==> src/rtl/clock_logic_delay_sched.sv <==
// rtl/clock_logic_delay_sched.sv - round-robin scheduler sharing one pulse delay line
// Completion slots are reserved at grant time so at most one delayed pulse finishes per cycle.
module clock_logic_delay_sched #(
  parameter int N_REQ = 4,
  parameter int DEPTH = 8,
  parameter int TAP_W = 4,
  parameter int ID_W  = 2
) (
  input  logic                     clock,
  input  logic                     resetn,
  input  logic [N_REQ-1:0]         req_i,
  input  logic [N_REQ*TAP_W-1:0]   req_tap_i,
  output logic [N_REQ-1:0]         req_ack_o,
  output logic [N_REQ-1:0]         req_err_o,
  output logic                     done_valid_o,
  output logic [ID_W-1:0]          done_id_o,
  output logic [DEPTH-1:0]         line_out_o,
  output logic                     busy_o
);

  localparam int DW = (DEPTH > 1) ? $clog2(DEPTH) : 1;

  // resv bit k-1 holds resv[k]: a completion is due k cycles from now
  logic [DEPTH-1:0] resv_q, resv_d;
  logic [ID_W-1:0]  slot_q [DEPTH];
  logic [ID_W-1:0]  slot_d [DEPTH];
  logic [DEPTH-1:0] line_q, line_d;
  logic             done_valid_q, done_valid_d;
  logic [ID_W-1:0]  done_id_q, done_id_d;
  logic [ID_W-1:0]  rr_q, rr_d;

  logic [N_REQ-1:0] legal;
  logic [N_REQ-1:0] elig;
  logic             ack_any;
  logic [ID_W-1:0]  win_id;
  logic [TAP_W-1:0] win_tap;

  always_comb begin
    logic [TAP_W-1:0] tap;
    logic [DW-1:0]    tidx;
    legal = '0;
    elig  = '0;
    for (int i = 0; i < N_REQ; i++) begin
      tap      = req_tap_i[i*TAP_W +: TAP_W];
      tidx     = DW'(tap - TAP_W'(1));
      legal[i] = (tap != '0) && (tap <= TAP_W'(DEPTH));
      elig[i]  = req_i[i] && legal[i] && !resv_q[tidx];
    end
  end

  assign req_err_o = req_i & ~legal;

  always_comb begin
    logic [ID_W-1:0] idx;
    ack_any   = 1'b0;
    win_id    = '0;
    win_tap   = '0;
    req_ack_o = '0;
    for (int o = 0; o < N_REQ; o++) begin
      idx = ID_W'((int'(rr_q) + o) % N_REQ);
      if (!ack_any && elig[idx]) begin
        ack_any = 1'b1;
        win_id  = idx;
        win_tap = req_tap_i[idx*TAP_W +: TAP_W];
      end
    end
    if (ack_any) req_ack_o[win_id] = 1'b1;
  end

  always_comb begin
    logic [DW-1:0] t;
    resv_d       = {1'b0, resv_q[DEPTH-1:1]};
    for (int j = 0; j < DEPTH - 1; j++) slot_d[j] = slot_q[j+1];
    slot_d[DEPTH-1] = '0;
    done_valid_d = resv_q[0];
    done_id_d    = slot_q[0];
    line_d       = {line_q[DEPTH-2:0], ack_any};
    rr_d         = rr_q;
    t            = DW'(win_tap - TAP_W'(2));
    if (ack_any) begin
      // Tap 1 completes on the very next cycle, bypassing the reservation map
      if (win_tap == TAP_W'(1)) begin
        done_valid_d = 1'b1;
        done_id_d    = win_id;
      end else begin
        resv_d[t] = 1'b1;
        slot_d[t] = win_id;
      end
      rr_d = ID_W'((int'(win_id) + 1) % N_REQ);
    end
  end

  always_ff @(posedge clock or negedge resetn) begin
    if (!resetn) begin
      resv_q       <= '0;
      line_q       <= '0;
      done_valid_q <= 1'b0;
      done_id_q    <= '0;
      rr_q         <= '0;
      for (int j = 0; j < DEPTH; j++) slot_q[j] <= '0;
    end else begin
      resv_q       <= resv_d;
      line_q       <= line_d;
      done_valid_q <= done_valid_d;
      done_id_q    <= done_id_d;
      rr_q         <= rr_d;
      for (int j = 0; j < DEPTH; j++) slot_q[j] <= slot_d[j];
    end
  end

  assign done_valid_o = done_valid_q;
  assign done_id_o    = done_id_q;
  assign line_out_o   = line_q;
  assign busy_o       = (|resv_q) | (|line_q);

endmodule
==> config.mk <==
export PLATFORM = sky130hd
export DESIGN_NAME = clock_logic_delay_sched
export DESIGN_NICKNAME = d
export VERILOG_FILES = /design/src/rtl/clock_logic_delay_sched.sv
export SDC_FILE = /design/constraint.sdc
export NUM_CORES = 1
export LEC_CHECK = 0
export ABC_AREA = 1
export CAP_MARGIN = 20
export CORE_UTILIZATION = 50
export DETAILED_ROUTE_END_ITERATION = 10
export PLACE_DENSITY = 0.75
export SETUP_SLACK_MARGIN = 0.05
export SYNTH_ARGS = -nofsm -noshare
export SYNTH_HDL_FRONTEND = slang
export SYNTH_SLANG_ARGS = --single-unit
==> constraint.sdc <==
create_clock -name clock -period 4.1 [get_ports clock]
set_input_delay 0.615 -clock clock [delete_from_list [all_inputs] [get_ports clock]]
set_output_delay 0.615 -clock clock [all_outputs]
set_load 0.01 [all_outputs]
==> flow_metrics.py, run 1 <==
metrics = {
    "worst_hold_path": {
        "min_to": "line_out_o[4]$_DFF_PN0_",
        "min_path_cells": 0,
        "hold_path.class": "reg -> reg",
        "hp-start": "line_out_o[3]$_DFF_PN0_",
    },
    "critical_path": {
        "cpMaxStageDelayCell": "clkdlybuf4s50_1",
        "cpPeakStageDelay_ns": 0.50,
        "rrSetupSlack_ns": 1.26,
        "arrival_ns": 3.33,
        "critPathMaxFanout": 3,
        "rr_startpoint": "rr_q[0]$_DFFE_PN0N_",
        "worst-setup-path-type": "in -> out",
        "crit_top_cell": "inv_1",
        "path_buf_inv": 7,
        "setup.worst_path.end_class": "output port",
        "critPathLaunchType": "input pin",
        "reg2regPathDepth": 15,
        "critPathTopFamily": "buffers and inverters",
        "rr_endpoint": "slot_q[14]$_DFF_PN0_",
        "required_ns": 3.48,
        "path_cells": "clkdlybuf4s50_1, inv_1, ha_2, inv_1, nand3_1, nand2_2, nand2_2, nand3_2, buf_4, nand2_1, nand3_1, nand2_1, nand3_2, o21ai_2, inv_1, nand2_1, ha_1, inv_1, nor2_1, clkbuf_2",
    },
    "synthesis": {
        "synth_area_per_cell_sq_um": 6.58,
        "ys_warn_count": 0,
        "syn_nets": 473,
        "synthCells": 443,
        "netlist.top_cell.by_area": "dfrtp_1",
        "synth.area.top_cells": "dfrtp_1, nand2_1, nand3_1",
        "netlist_area_sq_um": 2920,
        "post_synth_num_cell_types": 29,
        "yosysSeqAreaShare": 0.317,
        "synth_top_area_share": 0.317,
        "ys_seq_elements": 37,
    },
    "cts": {
        "clk_pin_slew_worst_paths_ns": 0.07,
        "htree_levels": 2,
        "clk_latency_ns": 0.29,
        "clk_path_buf_depth": 2,
        "cts_sinks": 37,
        "cts-root-buf": "clkbuf_8",
        "numCtsBuffers": 5,
        "tritoncts": "done",
    },
    "floorplan": {
        "core-area_sq_um": 5570,
        "die_x_microns": 78.4,
        "io_pins": 42,
        "fp-row-count": 27,
        "start_util": 0.523,
        "die-area_sq_um": 6140,
        "die_y_microns": 78.4,
    },
    "run_status": {
        "status": "finished, final reports clean",
    },
    "flow_run": {
        "drv_cap": 0,
    },
    "timing": {
        "rsz0062_at_grt": "true",
        "max_slew_margin": 0.561,
        "period_share": 0.961,
        "hold_violations": 0,
        "timing.final.ws_setup_ns": 0.158,
        "fin_crit_ns": 3.94,
        "finalSetupViolCount": 0,
        "tightest_slew_ns": 0.658,
        "final_max_slew_viol_count": 0,
        "worst_clock_skew_ns": 0.0111,
        "fmax_ghz": 0.254,
    },
    "power": {
        "vdd_drop_max_mv": 0.719,
        "power_density_nw_per_um2": 936,
        "leakage_nw": 2.09,
    },
    "drt": {
        "first_iter_violations": 185,
        "drc": 0,
        "wl_met1_mm": 3.26,
        "vias": 3135,
        "drtPass1Iterations": 5,
        "dr_wl_met2_mm": 4.07,
        "top_layer": "met4",
        "wl_met3_microns": 579,
        "wl_per_cell_microns": 13.4,
        "via_per_inst": 5.23,
        "antenna_left": 0,
        "wirelength_mm": 8.04,
    },
    "grt": {
        "grt_first_pass_wirelength_mm": 13.1,
        "grt_start_max_net_pins": 25,
        "gr-total-overflow": 0,
        "grt_antenna_before_repair": 0,
        "track_usage": 0.276,
        "grt_pass1_vias": 2821,
    },
    "cells_and_area": {
        "regArea_sq_um": 926,
        "nets": 557,
        "drive_gt1_frac": 0.222,
        "diodes": 0,
        "fillCellCount": 465,
        "syn_to_final_growth_pct": 32.1,
        "multi_input_comb_area_sq_um": 1770,
        "instances_no_fill": 599,
    },
    "placement": {
        "dp_cells": 583,
        "io_buffers": 41,
        "post-place-ws_ns": -0.205,
        "place.gp.congestion": 0.961,
        "hpwl_mm": 6.27,
    },
}
[metal layers]
metal,track usage,up-vias
met1,0.350,1440
met4,0.0815,0
met5,0,-
met3,0.0453,13
met2,0.479,116
li1,-,1566
[stage by stage]
step           hold WS [ns]   util  total power, mW  cell area, sq um  TNS (ns)
2_1_floorplan         0.319      -             2.31              2920         0
3_3_place_gp          0.389  0.652             3.16              3630    -0.447
3_5_place_dp          0.401  0.655             3.21              3650    -0.645
4_1_cts               0.414  0.673             3.47              3750         0
5_1_grt               0.429  0.691             3.93              3850         0
6_report              0.417  0.691             3.60              3850         0
[sequential cells by signal, summed over array words and instances, names as in the netlist]
register      flops
resv_q            8
slot_q           16
done_valid_o      1
done_id_o         2
line_out_o        8
rr_q              2
[worst reg2reg max path, cell delays in order (launching register included)]
cell	delay, ns
dfrtp_1	0.77
buf_4	0.38
nand4_1	0.17
nand3_2	0.13
nand2_4	0.08
buf_4	0.14
nand3_4	0.11
nor2_8	0.06
buf_4	0.13
buf_4	0.13
nand2_2	0.10
nand2_8	0.10
inv_2	0.10
nand3_1	0.15
nand2_1	0.12
nand2_1	0.06
[what timing repair did]
item	CTS	global route
hold endpoints to repair	0	0
hold buffers	0	0
resized for setup	9	28
pin swaps	0	8
buffers inserted	1	8
endpoints found under the setup margin	4	4
gates cloned	0	0
[worst max-delay path by stage]
| stage | depth (start not counted) | start | end | slack (ns) |
|---|---|---|---|---|
| 6_report | 20 | req_tap_i[5] | req_ack_o[2] | 0.16 |
| 5_1_grt | 21 | req_tap_i[5] | req_ack_o[2] | 0.005 |
| 4_1_cts | 22 | req_tap_i[0] | req_ack_o[0] | 0.06 |
| 3_5_place_dp | 20 | req_tap_i[0] | req_ack_o[0] | -0.20 |
| 3_3_place_gp | 19 | req_tap_i[0] | req_ack_o[0] | -0.13 |
| 2_1_floorplan | 16 | req_tap_i[12] | req_ack_o[2] | 0.98 |
[cell usage in the layout (no fill, tap or decap), drive strengths merged]
cell           count
dfrtp             37
mux2i              4
nand2            166
ha                 8
nor4               4
buf               45
nand3b             2
or2                5
o21a               1
a21oi              6
clkinvlp           1
nand3             56
nor2              38
nor3               1
o21ai             35
dlymetal6s2s       2
clkbuf             9
nand4              7
clkdlybuf4s50     35
xnor2              1
inv               64
[synthesized netlist by cell type, drive strengths merged]
cell / instances
a21oi: 6
buf: 6
clkbuf: 2
dfrtp: 37
ha: 8
inv: 64
mux2i: 4
nand2: 166
nand3: 56
nand3b: 2
nand4: 7
nor2: 38
nor3: 1
nor4: 4
o21a: 1
o21ai: 35
or2: 5
xnor2: 1
[logic make-up after synthesis]
group,count (synthesis),synth area share
AND/OR/NAND/NOR,279,0.463
buffers and inverters,72,0.0952
AO/OA/AOI/OAI,42,0.0729
flip-flops,37,0.317
adder cells (fa/ha/maj),8,0.0343
multiplexers,4,0.0137
XOR/XNOR,1,0.00300
[area by class of cell]
class,count,area share
repair buffers,85,0.190
clock buffers,6,0.0214
multi-input cells,334,0.460
clock inverters,1,0.00195
inverters,64,0.0630
flip-flops and latches,37,0.240
well taps,72,0.0234
[power breakdown]
group          switching (mW)  internal, mW
clock network           0.123         0.133
logic                    1.69          1.05
registers               0.103         0.502
Power figures use the tool's default switching activity.
==> run 2: changes to the inputs <==
- CORE_UTILIZATION: 50 -> 53
- PLACE_DENSITY: 0.75 -> 0.79
- SKIP_LAST_GASP: not set -> 1
==> run 2 against run 1 <==
Net effect: first-iteration DRC count grew 39%; largest power group unchanged; highest routed layer unchanged; power is 3.0% lower; design area down 1.6%.
==> flow_metrics.py, run 2 (synthesis gave the netlist of run 1 again) <==
metrics = {
    "cells_and_area": {
        "largest_register_ffs": 16,
        "fillCellCount": 440,
        "regMostFlops": "slot_q",
        "final_common_cell": "nand2_1",
        "stdcell_area_sq_um": 3790,
        "nets": 549,
        "regArea_sq_um": 926,
        "syn_to_final_growth_pct": 30.0,
        "diodes": 0,
        "multi_input_comb_area_sq_um": 1760,
        "drive_gt1_frac": 0.187,
        "final_cell_mix": "nand2_1, inv_1, nand3_1, dfrtp_1, clkdlybuf4s50_1",
    },
    "grt": {
        "grt_pass1_vias": 2835,
        "grt_antenna_before_repair": 0,
        "use_met1": 0.396,
        "busiest_layer": "met2",
        "grt_start_max_net_pins": 43,
        "grt_use_met3": 0.0395,
        "grt_first_pass_wirelength_mm": 13.1,
        "gr-total-overflow": 0,
        "track_usage": 0.282,
        "gr-usage-met2": 0.470,
    },
    "critical_path": {
        "critPathTopFamily": "buffers and inverters",
        "path_buf_inv": 7,
        "worst-setup-path-type": "in -> out",
        "arrival_ns": 3.28,
        "required_ns": 3.48,
        "cpPeakStageDelay_ns": 0.50,
        "critPathLaunchType": "input pin",
        "setup.worst_path.end_class": "output port",
        "cpMaxStageDelayCell": "clkdlybuf4s50_1",
        "critPathMaxFanout": 6,
        "path_cells": "clkdlybuf4s50_1, inv_2, ha_1, inv_1, nand3_1, nand2_1, nand2_1, nand4_1, nand3_2, nand2_4, buf_4, nand3_4, nor2_8, nand2_1, nand2_2, inv_1, ha_1, inv_1, nor2_1, clkdlybuf4s15_1",
    },
    "power": {
        "vdd_drop_max_mv": 0.767,
        "power_density_nw_per_um2": 922,
        "power_frac_comb": 0.767,
        "pwr-share-clk": 0.073,
        "leakage_nw": 2.04,
        "switchingPower_mw": 1.88,
        "switching_share": 0.537,
        "p_seq_frac": 0.160,
        "internal_power_mw": 1.62,
    },
    "floorplan": {
        "die_y_microns": 76.2,
        "fp-row-count": 26,
        "die_x_microns": 76.2,
        "die-area_sq_um": 5800,
        "start_util": 0.560,
        "io_pins": 42,
        "core-area_sq_um": 5200,
    },
    "cts": {
        "clk_pin_slew_worst_paths_ns": 0.06,
        "htree_levels": 2,
        "numCtsBuffers": 5,
        "cts-hold-fix-buffers": 0,
        "cts-root-buf": "clkbuf_8",
        "clk_path_buf_depth": 2,
        "tritoncts": "done",
        "clk_latency_ns": 0.28,
        "cts_sinks": 37,
    },
    "worst_hold_path": {
        "hold_path.class": "reg -> reg",
    },
    "run_status": {
        "status": "finished, final reports clean",
    },
    "placement": {
        "placed_area_sq_um": 3620,
        "hpwl_mm": 6.20,
        "post-place-ws_ns": -0.123,
        "io_buffers": 41,
        "place.gp.congestion": 0.931,
    },
    "drt": {
        "wl_per_cell_microns": 13.3,
        "drtPass1Iterations": 5,
        "first_iter_violations": 257,
        "antenna_left": 0,
        "via_per_inst": 5.31,
        "vias": 3125,
        "wirelength_mm": 7.84,
        "drc": 0,
    },
    "flow_run": {
        "drv_cap": 0,
    },
    "timing": {
        "finalSetupViolCount": 0,
        "final_max_slew_viol_count": 0,
        "rsz0062_at_grt": "true",
        "period_share": 0.951,
        "fin_crit_ns": 3.90,
        "worst_clock_skew_ns": 0.00682,
        "tightest_slew_ns": 0.742,
        "max_slew_margin": 0.502,
        "fmax_ghz": 0.256,
        "timing.final.ws_setup_ns": 0.201,
        "hold_violations": 0,
    },
}
run 2: power by group through the flow:
stage	clock (mW)	sequential [mW]	combinational, mW
2_1_floorplan	0	0.570	1.74
3_3_place_gp	0	0.563	2.55
3_5_place_dp	0	0.566	2.61
4_1_cts	0.254	0.560	2.60
5_1_grt	0.274	0.575	2.96
6_report	0.254	0.560	2.68
run 2: worst paths after layout:
| check | start | endpoint | slack, ns | cells past startpoint |
|---|---|---|---|---|
| worst max-delay path | req_tap_i[12] | req_ack_o[0] | 0.20 | 20 |
| worst min-delay path | line_out_o[1]$_DFF_PN0_ | line_out_o[2]$_DFF_PN0_ | 0.41 | 0 |
| worst max register to register | rr_q[1]$_DFFE_PN0N_ | slot_q[15]$_DFF_PN0_ | 1.37 | 13 |
| worst min register to register | line_out_o[1]$_DFF_PN0_ | line_out_o[2]$_DFF_PN0_ | 0.41 | 0 |
| max in group asynchronous | resetn | slot_q[13]$_DFF_PN0_ | 2.89 | 3 |
| min in group asynchronous | resetn | resv_q[1]$_DFF_PN0_ | 0.57 | 1 |
run 2: per-stage QoR:
step                utilization  hold slack, ns  setup TNS [ns]  power (mW)  instances
global route              0.729           0.417         -0.0462        3.81        589
CTS                       0.713           0.409               0        3.42        585
floorplan                     -           0.319               0        2.31        443
finish                    0.729           0.405               0        3.50        589
global placement          0.695           0.390          -0.402        3.11        578
detailed placement        0.695           0.388          -0.428        3.18        578
run 2: routing by layer:
layer  routed length (microns)  vias up
met5                         0        -
met3                       459        7
met2                      3750      117
met4                        61        0
met1                      3560     1448
li1                          -     1553
run 2: layout make-up:
type                       count  share of cell area
clock buffer                   6              0.0218
clock inverter                 1             0.00198
tap                           70              0.0231
multi-input combinational    334               0.465
timing repair buffer          77               0.181
sequential                    37               0.244
inverter                      64              0.0633
run 2: timing repair:
action                     4_1_cts  5_1_grt
setup buffers                    0        3
resized for setup                7       12
setup endpoints to repair        4        4
pin swaps                        0        6
